[config.mk]
export PLATFORM = sky130hd
export DESIGN_NAME = mips_fetch_unit
export DESIGN_NICKNAME = d
export VERILOG_FILES = /design/src/rtl/mips_fetch_pkg.sv /design/src/rtl/mips_fetch_fifo.sv /design/src/rtl/mips_fetch_unit.sv
export SDC_FILE = /design/constraint.sdc
export NUM_CORES = 1
export LEC_CHECK = 0
export CORE_UTILIZATION = 52
export DETAILED_ROUTE_END_ITERATION = 10
export PLACE_DENSITY_LB_ADDON = 0.2
export RECOVER_POWER = 25
export SETUP_SLACK_MARGIN = 0.5
export SLEW_MARGIN = 25
export SYNTH_ARGS = -nofsm -noshare
export SYNTH_HDL_FRONTEND = slang
export SYNTH_HIERARCHICAL = 1
export SYNTH_SLANG_ARGS = --single-unit
export TNS_END_PERCENT = 20
[constraint.sdc]
create_clock -name clk -period 2.6 [get_ports clk]
set_clock_uncertainty 0.05 [all_clocks]
set_input_delay 0.78 -clock clk [delete_from_list [all_inputs] [get_ports clk]]
set_output_delay 0.78 -clock clk [all_outputs]
set_load 0.05 [all_outputs]
[src/rtl/mips_fetch_pkg.sv]
// Shared types and constants for the MIPS instruction fetch unit.
package mips_fetch_pkg;

    localparam int              FETCH_PC_W = 32;
    localparam logic [31:0]     RESET_PC   = 32'h0000_0000;

    typedef enum logic [1:0] {
        S_BOOT,
        S_RUN,
        S_FLUSH
    } fetch_state_t;

    typedef struct packed {
        logic [31:0]           inst;
        logic [FETCH_PC_W-1:0] pc;
    } fetch_entry_t;

endpackage

[src/rtl/mips_fetch_fifo.sv]
// Synchronous FIFO with clear; used for the prefetch queue and the outstanding-PC tracker.
module mips_fetch_fifo #(
    parameter int  N  = 4,
    parameter type T  = logic [31:0],
    localparam int AW = (N > 1) ? $clog2(N) : 1,
    localparam int CW = $clog2(N + 1)
) (
    input  logic          clk,
    input  logic          rst_n,
    input  logic          clear_i,
    input  logic          push_i,
    input  T              data_i,
    input  logic          pop_i,
    output T              data_o,
    output logic [CW-1:0] count_o,
    output logic          full_o,
    output logic          empty_o
);
    T              mem_q [N];
    logic [AW-1:0] wr_q, rd_q;
    logic [CW-1:0] count_q;
    logic          do_push, do_pop;

    function automatic logic [AW-1:0] inc(input logic [AW-1:0] p);
        return (p == AW'(N - 1)) ? '0 : p + 1'b1;
    endfunction

    assign empty_o = (count_q == '0);
    assign full_o  = (count_q == CW'(N));
    assign count_o = count_q;
    assign data_o  = mem_q[rd_q];
    // A pop frees the slot for a same-cycle push on a full FIFO.
    assign do_pop  = pop_i && !empty_o;
    assign do_push = push_i && (!full_o || do_pop);

    always_ff @(posedge clk or negedge rst_n) begin
        if (!rst_n) begin
            wr_q    <= '0;
            rd_q    <= '0;
            count_q <= '0;
            for (int i = 0; i < N; i++) mem_q[i] <= '0;
        end else if (clear_i) begin
            wr_q    <= '0;
            rd_q    <= '0;
            count_q <= '0;
        end else begin
            if (do_push) begin
                mem_q[wr_q] <= data_i;
                wr_q        <= inc(wr_q);
            end
            if (do_pop) rd_q <= inc(rd_q);
            count_q <= count_q + CW'(do_push) - CW'(do_pop);
        end
    end

endmodule

[src/rtl/mips_fetch_unit.sv]
// Instruction fetch stage: PC, credit-limited imem requests, prefetch queue, redirect flush.
// Define MIPS_FETCH_BYPASS_EN to hand a response straight to decode when the queue is empty.
module mips_fetch_unit
    import mips_fetch_pkg::*;
#(
    parameter int PC_W    = 32,
    parameter int DEPTH   = 4,
    parameter int MAX_OUT = 2
) (
    input  logic            clk,
    input  logic            rst_n,
    output logic            imem_req_valid,
    input  logic            imem_req_ready,
    output logic [PC_W-1:0] imem_req_addr,
    input  logic            imem_rsp_valid,
    input  logic [31:0]     imem_rsp_data,
    output logic            inst_valid,
    input  logic            inst_ready,
    output logic [31:0]     inst_data,
    output logic [PC_W-1:0] inst_pc,
    input  logic            redirect_valid,
    input  logic [PC_W-1:0] redirect_pc
);
    localparam int QCW = $clog2(DEPTH + 1);
    localparam int TCW = $clog2(MAX_OUT + 1);

    fetch_state_t    state_q;
    logic [PC_W-1:0] fetch_pc_q;
    logic [TCW-1:0]  discard_q;

    fetch_entry_t    q_in, q_head;
    logic [QCW-1:0]  q_count;
    logic            q_full, q_empty, q_push, q_pop;
    logic [PC_W-1:0] trk_head;
    logic [TCW-1:0]  trk_count;
    logic            trk_full, trk_empty, trk_pop;

    logic            run, req_fire, rsp_take, bypass;
    logic [TCW-1:0]  inflight, left;
    logic [PC_W-1:0] redir_aligned;

    assign run           = (state_q == S_RUN);
    assign redir_aligned = redirect_pc & ~PC_W'(3);
    // Only one of discard/tracker is ever non-zero, so the sum is the outstanding count.
    assign inflight      = discard_q + trk_count;
    assign left          = inflight - TCW'(imem_rsp_valid && (inflight != '0));

    assign imem_req_valid = run && !redirect_valid && !trk_full
                         && (int'(q_count) + int'(trk_count) < DEPTH);
    assign imem_req_addr  = fetch_pc_q;
    assign req_fire       = imem_req_valid && imem_req_ready;
    assign rsp_take       = run && imem_rsp_valid && !redirect_valid;

`ifdef MIPS_FETCH_BYPASS_EN
    assign bypass = rsp_take && q_empty && inst_ready;
`else
    assign bypass = 1'b0;
`endif

    assign trk_pop    = run && imem_rsp_valid && !trk_empty;
    assign q_in       = '{inst: imem_rsp_data, pc: FETCH_PC_W'(trk_head)};
    assign q_push     = rsp_take && !bypass && (!q_full || q_pop);
    assign q_pop      = inst_valid && inst_ready && !redirect_valid && !bypass;
    assign inst_valid = !q_empty || bypass;
    assign inst_data  = bypass ? imem_rsp_data : q_head.inst;
    assign inst_pc    = bypass ? trk_head : PC_W'(q_head.pc);

    mips_fetch_fifo #(.N(DEPTH), .T(fetch_entry_t)) u_queue (
        .clk     (clk),
        .rst_n   (rst_n),
        .clear_i (redirect_valid),
        .push_i  (q_push),
        .data_i  (q_in),
        .pop_i   (q_pop),
        .data_o  (q_head),
        .count_o (q_count),
        .full_o  (q_full),
        .empty_o (q_empty)
    );

    mips_fetch_fifo #(.N(MAX_OUT), .T(logic [PC_W-1:0])) u_trk (
        .clk     (clk),
        .rst_n   (rst_n),
        .clear_i (redirect_valid),
        .push_i  (req_fire),
        .data_i  (fetch_pc_q),
        .pop_i   (trk_pop),
        .data_o  (trk_head),
        .count_o (trk_count),
        .full_o  (trk_full),
        .empty_o (trk_empty)
    );

    always_ff @(posedge clk or negedge rst_n) begin
        if (!rst_n) begin
            state_q    <= S_BOOT;
            fetch_pc_q <= PC_W'(RESET_PC);
            discard_q  <= '0;
        end else if (redirect_valid) begin
            fetch_pc_q <= redir_aligned;
            discard_q  <= left;
            state_q    <= (left != '0) ? S_FLUSH : S_RUN;
        end else begin
            if (req_fire) fetch_pc_q <= fetch_pc_q + PC_W'(4);
            case (state_q)
                S_BOOT:  state_q <= S_RUN;
                S_FLUSH: if (imem_rsp_valid && discard_q != '0) begin
                    discard_q <= discard_q - 1'b1;
                    if (discard_q == TCW'(1)) state_q <= S_RUN;
                end
                default: ;
            endcase
        end
    end

endmodule
**Word-level counts from Yosys, hierarchy flattened**

Cells that the tools add are included.

- Add/sub/neg operators: 13
- $mul: 0
- Divide/modulo/power cells: 0
- $lt $le $gt $ge: 7
- Equality and inequality tests: 9
- Shift operators: 0
- Muxes and demuxes: 36
- Bitwise operators: 5
- Reduce and logical (&&, ||, !) cells: 44

Operators with widths:

| kind | number |
|---|---|
| $bwmux W256 | 1 |
| $mux W32 | 6 |
| $mux W64 | 3 |
| $bmux W64 S2 | 1 |
| $demux W64 S2 | 1 |
| $bwmux W64 | 1 |
| $add A32 B3 Y32 const B | 1 |
| $demux W32 S1 | 1 |
| $mux W2 | 14 |
| $reduce_bool A2 Y1 | 10 |
| $logic_and A1 B1 Y1 | 18 |
| $eq A2 B2 Y1 const B | 4 |
| $ge A3 B3 Y1 const B | 2 |
| $mux W1 | 6 |
| $ne A3 B3 Y1 const B | 2 |
| $not A2 Y3 | 2 |
| $reduce_and A2 Y1 | 3 |
| $logic_not A1 Y1 | 5 |
| $add A2 B1 Y2 const B | 2 |
| $add A3 B2 Y4 | 1 |
| $eq A2 B1 Y1 const B | 2 |
| $ge A2 B2 Y1 const B | 2 |
| $logic_not A2 Y1 | 2 |
| $lt A4 B3 Y1 const B | 1 |
| 18 further kinds | 23 |

- Register bits after elaboration: 367
- Bits in latches: 0
- Bits in writable memories: 0
- ROM bits: 0
- Input bits: 70
- Output and inout bits: 98
- Logic and storage cells: 133
- Memories kept: 0

**Depth between registers and ports, before layout**

Gate-level depths: netlist of run 1.

- Depth in word-level cells: 10
- Mapped depth: 12
- Depth with buffers taken out: 12

**Cells and area by module**

Netlist of run 1, hierarchy kept.

Modules (own cells, without submodules):

| module | instances | cells an instance | area an instance (um^2) | sequential area each (um^2) |
|---|---|---|---|---|
| mips_fetch_fifo (u_queue) | 1 | 662 | 11,569.8 | 6,581.3 |
| mips_fetch_fifo (u_trk) | 1 | 195 | 3,106.7 | 1,701.6 |
| mips_fetch_unit | 1 | 243 | 2,173.3 | 850.8 |

**Worst setup path before layout of run 1**

Ideal clock, no wire load.

- Path kind: input port to flip-flop
- Start: input redirect_valid
- End: register u_queue.count_q[1] (netlist: u_queue/count_o[1])
- Library setup time: 0.072 ns
- Arrival: 3.049 ns
- Data required time: 2.478 ns
- Setup slack: -0.571 ns
- Stages on the path: 11
- Path buffers: 3
- Path through: clkbuf_1 -> buf_1 -> clkbuf_1 -> nor2_1 -> nor4b_4 -> nor2b_1 -> a21o_1 -> ha_1 -> inv_1 -> fa_1 -> nor2_1

- Longest elaborated chain between the ends: 8
- Elaborated cells on any way between the ends: 11
- Classes of those cells: add/sub (2); mux (1); reduce/logical (8)

Ends and longest elaborated chain:

| what | RTL line | source |
|---|---|---|
| from (decl) | mips_fetch_unit.sv:21 | `input logic redirect_valid,` |
| $logic_not A1 Y1 (*) | mips_fetch_unit.sv:63 | `assign q_pop = inst_valid && inst_ready && !redirect_valid && !bypass;` |
| $logic_and A1 B1 Y1 (*) | mips_fetch_unit.sv:63 |  |
| via q_pop | mips_fetch_unit.sv:33 | `logic q_full, q_empty, q_push, q_pop;` |
| $logic_or A1 B1 Y1 or $logic_and A1 B1 Y1 (tied branches) | mips_fetch_unit.sv:62, mips_fetch_fifo.sv:33 |  |
| $logic_and A1 B1 Y1 or $logic_or A1 B1 Y1 (tied branches) | mips_fetch_unit.sv:62, mips_fetch_fifo.sv:34 |  |
| $logic_and A1 B1 Y1 | mips_fetch_fifo.sv:34 | `assign do_push = push_i && (!full_o \|\| do_pop);` |
| $add A3 B1 Y3 | mips_fetch_fifo.sv:52 | `count_q <= count_q + CW'(do_push) - CW'(do_pop);` |
| $sub A3 B1 Y3 (*) | mips_fetch_fifo.sv:52 |  |
| $mux W3 (*) | mips_fetch_fifo.sv:42 | `end else if (clear_i) begin` |
| to (signal assigned) | mips_fetch_fifo.sv:52 |  |
| to (decl) | mips_fetch_fifo.sv:21 | `logic [CW-1:0] count_q;` |

Mark *: on every way through the listed nets, which the timed path passes. The rest lies on a longest branch.
A chain may end at the register's enable or synchronous reset.

**Final worst setup path of run 1**

- Start: register u_queue.rd_q[0]
- End: output inst_pc[11]

- Longest elaborated chain between the ends: 4

Ends and longest elaborated chain:

| what | RTL line | source |
|---|---|---|
| from (decl) | mips_fetch_fifo.sv:20 | `logic [AW-1:0] wr_q, rd_q;` |
| from (signal assigned) | mips_fetch_fifo.sv:51 | `if (do_pop) rd_q <= inc(rd_q);` |
| $not A2 Y3 (implied by the code) | mips_fetch_fifo.sv:31 | `assign data_o = mem_q[rd_q];` |
| $bmux W64 S2 | mips_fetch_fifo.sv:31 |  |
| $mux W64 (implied by the code) (2 in a row) | mips_fetch_fifo.sv:31 |  |
| to (decl) | mips_fetch_unit.sv:20 | `output logic [PC_W-1:0] inst_pc,` |

Every way passes these cells. The select of a mux whose other input is x is not followed.

==> results_dict.tcl, run 1 <==
set metrics [dict create \
    status "finished, violations left" \
    violations "max-capacitance violations, max-slew violations, negative setup slack" \
    antenna_left 0 \
    multi_input_area_um2 8808 \
    area_growth_pct 39.53 \
    yosysTopAreaCell "dfrtp_1" \
    ys_seq_elements 365 \
    clkPwrFrac_pct 27.0 \
    yosysUniqueCellTypes 60 \
    critical_path.max_fanout 7 \
    clock_latency_ps 530 \
    grt_pass1_wl_um 66050 \
    insertedDiodeCount 0 \
    synth_ff_type "dfrtp_1" \
    tightest_slew_ps 1758 \
    grt_usage_pct 25.55 \
    nNetsFinal 1458 \
    row_count 65 \
    yosysSeqAreaShare_pct 54.21 \
    finalCritPeriodShare_pct 111.8 \
    antenna_found_initial 0 \
    syn-cell-area_um2 16850 \
    htree_levels 2 \
    path_common_cell "buf_12" \
    ir_drop_mv 0.6123 \
    min_period_ps 2908 \
    critPathRequiredTime_ps 1770 \
    tns_ps -16480 \
    slew_viol_final 61 \
    cp_cell_sequence "buf_6, buf_12, buf_16, mux4_2, buf_12" \
    port_buffers 163 \
    die_y_um 182.0 \
    power_w 0.02034 \
    p_sw_w 0.006588 \
    core_um2 31720 \
    worstSetupStartpointType "register" \
    synth_edf_count 0 \
    layout-drive-gt1-share_pct 57.17 \
    cp_top_family "buffers and inverters" \
    syn_inst 1100 \
    fp.dieW_um 182.0 \
    crit_path_max_incr_delay_ps 520 \
    intPower_w 0.01375 \
    vias 10520 \
    hold_viol_final 0 \
    crit_path_end_kind "output port" \
    grt_pass1_vias 11487 \
    path_buf_inv 4 \
    slew_headroom_pct -17.22 \
    gp_congestion 0.7917 \
    cts-root-buf "clkbuf_16" \
    path_class "reg2out" \
    synth_top_area_share_pct 54.21 \
    cap_violations 1 \
    ff_latch_area_um2 9161 \
    cts_buffer_depth 3 \
    combPwrFrac_pct 36.7 \
    finalWorstSetupSlack_ps -307.8 \
    nFillCells 1902 \
    first_pass_iters 5 \
    yosysMostFrequentCell "dfrtp_1" \
    drc 0 \
    setup_viol 65 \
    wire_per_inst_um 23.45 \
    p_sw_share_pct 32.39 \
    critPathSlowestCell "dfrtp_4" \
    clk_pin_slew_ps 60 \
    ys_warn_count 6 \
    io_pins 168 \
    tritoncts.num_buffers 39 \
    grt-ovfl-total 0 \
    powerDensity_nw_per_um2 865.2 \
    yosys-top-cells-count "dfrtp_1, mux2_1, mux2_2, mux4_2, nand2_1" \
    viasPerCell 5.835 \
    initial_core_util_pct 53.12 \
    synthTopCellsByArea "dfrtp_1, mux2_1, mux4_2, mux2_2, mux2_4" \
    dieArea_um2 33130 \
    syn_avg_cell_area_um2 15.32 \
    seqPwrFrac_pct 36.4 \
    grt_max_degree 64 \
    worstPathArrival_ps 2080 \
    cts_tree "yes" \
    rsz0062_at_grt "yes" \
    p_leak_nw 10.73 \
    wirelength_um 42280 \
    dp_hpwl_um 25490 \
    ctsHoldBuffers 0 \
    synthArstFlopShare_pct 100.0 \
    drt-initial-drc-count 655 \
    min_path_type "reg2reg" \
    cts_sinks 365 \
    clock.fmax_mhz 343.9 \
]
repair_timing:
item | CTS | global route
pin swaps | 34 | 61
endpoints found under the setup margin | 448 | 422
gates cloned | 4 | 5
gates resized for setup | 478 | 103
buffers inserted | 12 | 8
layout make-up:
class	count	share of cell area, %
clock inverter	9	0.4311
inverter	13	0.2288
sequential	365	38.97
multi-input combinational	661	37.47
tap	402	2.139
clock buffer	59	4.939
timing repair buffer	294	15.83
worst register-to-register path, delay by kind of cell (launching register included):
| kind | cells | cell delay [ps] |
|---|---|---|
| AND/OR/NAND/NOR | 6 | 780 |
| adder cells (fa/ha/maj) | 2 | 590 |
| buffers and inverters | 4 | 450 |
| AO/OA/AOI/OAI | 1 | 180 |
| flip-flops | 1 | 420 |
path summary, 6_finish.rpt:
path,from,slack (ps),depth (start not counted),end
max in group asynchronous,rst_n,390,2,imem_req_addr[19]$_DFFE_PN0P_
max,u_queue/rd_q[0]$_DFFE_PN0P_,-310,5,inst_pc[11]
min,u_queue/mem_q[189]$_DFFE_PN0P_,450,1,u_queue/mem_q[189]$_DFFE_PN0P_
min in group asynchronous,rst_n,660,1,u_queue/mem_q[71]$_DFFE_PN0P_
max reg2reg,u_queue/count_o[1]$_DFF_PN0_,80,13,u_queue/count_o[1]$_DFF_PN0_
min reg2reg,u_queue/mem_q[189]$_DFFE_PN0P_,450,1,u_queue/mem_q[189]$_DFFE_PN0P_
placed cells by master, fill, tap and decap left out, drive strengths merged, types with 8 or more instances in the layout:
master,n
nor4,8
clkdlybuf4s50,63
xor2,13
dfrtp,365
buf,217
inv,14
o21ai,16
xnor2,11
nand3,13
mux4,64
nor2b,9
mux2,357
nor2,18
ha,13
nor3,9
clkbuf,71
nand2,38
nand4,15
registers in the layout, indices dropped and copies added, names as in the netlist:
register / flops
discard_q: 2
u_trk/wr_q: 1
u_trk/mem_q: 64
u_queue/rd_q: 2
u_queue/mem_q: 256
state_q: 2
u_trk/count_o: 2
imem_req_addr: 30
u_queue/count_o: 3
u_queue/wr_q: 2
u_trk/rd_q: 1
stage by stage:
stage	setup WS [ps]	util [%]	cells	hold WS, ps	instance area (µm²)
3_5_place_dp	-474.0	64.11	1706	420.5	20330
2_1_floorplan	-53.74	-	1105	402.4	17300
6_report	-307.8	74.12	1803	453.9	23510
3_3_place_gp	-438.1	64.11	1706	411.4	20330
4_1_cts	-324.8	72.33	1790	178.5	22940
5_1_grt	-362.4	74.12	1803	461.3	23510
power by group through the flow:
stage	Clock (W)	Sequential (W)	Combinational [W]
after global routing	0.00583	0.00752	0.00781
after floorplan	0	0.00742	0.00414
after detailed placement	0	0.00738	0.00671
after global placement	0	0.00735	0.00661
final	0.00548	0.00740	0.00746
after CTS	0.00560	0.00735	0.00720
kinds of logic after synthesis:
kind of cell    share of synthesized area, %
other cells                          0.02226
flops                                  54.21
simple gates                           4.819
compound gates                         2.131
xor+xnor                               1.247
mux                                    33.26
fa+ha+maj                              1.084
buf+inv                                3.230
per-layer routing:
layer	up-vias	track usage, %	part of all wire [%]
li1	4612	-	-
met1	5612	35.65	44
met2	228	41.81	50
met3	68	3.189	3.3
met4	0	8.336	2.6
met5	-	0	0
No activity file was read; power rests on OpenSTA's default activity.
==> run 2: changes to the inputs <==
==> constraint.sdc (replaced) <==
create_clock -name clk -period 2.6 [get_ports clk]
set_clock_uncertainty 0.05 [all_clocks]
set_input_delay 0.78 -clock clk [delete_from_list [all_inputs] [get_ports clk]]
set_output_delay 0.78 -clock clk [all_outputs]
set_load 0.005 [all_outputs]
==> results_dict.tcl, run 2 (synthesized netlist as in run 1, its figures left out) <==
set metrics [dict create \
    status "finished, violations left" \
    violations "negative setup slack" \
    worstSetupStartpointType "register" \
    cts_sinks 365 \
    hold_viol_final 0 \
    grt_max_degree 57 \
    clock_latency_ps 540 \
    tritoncts.num_buffers 40 \
    antenna_left 0 \
    htree_levels 2 \
    finalCritPeriodShare_pct 112.6 \
    io_pins 168 \
    area_growth_pct 42.04 \
    ctsHoldBuffers 0 \
    seqPwrFrac_pct 40.6 \
    fin_hold_ws_ps 453.3 \
    viasPerCell 5.819 \
    fin_cells 1868 \
    antenna_found_initial 1 \
    die_y_um 182.0 \
    fp.dieW_um 182.0 \
    cts-root-buf "clkbuf_16" \
    setup_viol 64 \
    drt-initial-drc-count 604 \
    p_leak_nw 11.03 \
    combPwrFrac_pct 25.7 \
    crit_path_end_kind "output port" \
    slew_headroom_pct 2.885 \
    port_buffers 163 \
    grt_pass1_wl_um 70080 \
    grt_pass1_vias 11967 \
    clk_pin_slew_ps 60 \
    critical_path.max_fanout 5 \
    wire_per_inst_um 23.82 \
    row_count 65 \
    intPower_w 0.01352 \
    tightest_slew_ps 1457 \
    nFillCells 1799 \
    dpl.cell_count 1710 \
    powerDensity_nw_per_um2 767.7 \
    clock.fmax_mhz 341.4 \
    largest-register "u_queue/mem_q" \
    drc 0 \
    p_sw_share_pct 26.39 \
    cts_buffer_depth 3 \
    layout-drive-gt1-share_pct 58.43 \
    vias 10869 \
    core_um2 31720 \
    cts_tree "yes" \
    path_class "reg2out" \
    grt-ovfl-total 0 \
    rsz0062_at_grt "yes" \
    ir_drop_mv 0.6269 \
    min_path_type "reg2reg" \
    slew_viol_final 0 \
    critPathRequiredTime_ps 1770 \
    dp_hpwl_um 25420 \
    layout_commonest_cell "dfrtp_1" \
    cap_violations 0 \
    p_sw_w 0.004849 \
    nNetsFinal 1519 \
    finalWorstSetupSlack_ps -328.7 \
    first_pass_iters 5 \
    rrSetupSlack_ps 70 \
    worstPathArrival_ps 2100 \
    clkPwrFrac_pct 33.7 \
    min_period_ps 2929 \
    wirelength_um 44500 \
    final_core_util_pct 75.46 \
    dieArea_um2 33130 \
    grt_usage_pct 27.15 \
    largest_reg_flops 256 \
    initial_core_util_pct 53.12 \
    layout_common_cells "dfrtp_1, mux2_4, buf_6, mux4_2, clkdlybuf4s50_1" \
    gp_congestion 0.7944 \
]
run 2: changes by cell type in the layout (fill, tap and decap cells not counted), sizes merged, moves of 4 or more:
| cell | before | now |
|---|---|---|
| buf | 217 | 251 |
| bufinv | 2 | 7 |
| clkdlybuf4s15 | 0 | 20 |
| clkinv | 5 | 9 |
run 2: through the flow:
step	power (W)	setup slack (ps)	TNS (ps)	cell area (µm²)
4_1_cts	0.01805	-335.5	-16200	23440
3_5_place_dp	0.01183	-511.2	-130880	20200
6_report	0.01837	-328.7	-16640	23930
3_3_place_gp	0.01169	-450.0	-118020	20200
5_1_grt	0.01917	-359.4	-19500	23930
2_1_floorplan	0.009758	-53.74	-737.8	17290
run 2: worst max-delay path, cell delays in order (launching register included):
cell and delay, ps:
dfrtp_4 540, buf_6 160, buf_16 130, buf_6 110, mux4_2 470, buf_2 160
run 2: worst paths after layout:
kind | from | end | depth (start not counted)
max | u_queue/rd_q[0]$_DFFE_PN0P_ | inst_pc[13] | 5
min in group asynchronous | rst_n | u_queue/mem_q[200]$_DFFE_PN0P_ | 1
max reg2reg | u_queue/count_o[2]$_DFF_PN0_ | u_queue/mem_q[166]$_DFFE_PN0P_ | 12
min reg2reg | u_queue/mem_q[100]$_DFFE_PN0P_ | u_queue/mem_q[100]$_DFFE_PN0P_ | 1
min | u_queue/mem_q[100]$_DFFE_PN0P_ | u_queue/mem_q[100]$_DFFE_PN0P_ | 1
max in group asynchronous | rst_n | u_queue/mem_q[32]$_DFFE_PN0P_ | 2
run 2: power groups by stage:
stage | logic, W | registers (W) | clock network (W)
after floorplan | 0.00253 | 0.00722 | 0
after global placement | 0.00430 | 0.00738 | 0
after detailed placement | 0.00440 | 0.00743 | 0
after CTS | 0.00438 | 0.00739 | 0.00628
after global routing | 0.00506 | 0.00757 | 0.00655
final | 0.00473 | 0.00746 | 0.00619
run 2: metal layers:
layer	GRT usage [%]	vias up	routed length, µm
met5	0.1481	-	0
met2	45.23	268	22530
met4	9.445	0	1370
met1	36.88	5787	19150
met3	3.430	88	1452
li1	-	4726	-
run 2: layout make-up:
cell class / instances / area [µm²] / share of cell area [%]
Inverter: 13 / 51.30 / 0.2143
Antenna cell: 1 / 2.502 / 0.01046
Clock inverter: 17 / 275.3 / 1.150
Clock buffer: 55 / 1180 / 4.930
Tap cell: 402 / 503.0 / 2.102
Sequential cell: 365 / 9178 / 38.35
Multi-Input combinational cell: 661 / 8768 / 36.64
Timing Repair Buffer: 354 / 3975 / 16.61
run 2: repair_timing:
action / in CTS / in global routing
setup endpoints to repair: 451 / 432
setup buffers: 60 / 14
endpoints found under the hold margin: 0 / 0
resized for setup: 667 / 133
pin swaps: 24 / 52
gates cloned: 11 / 0
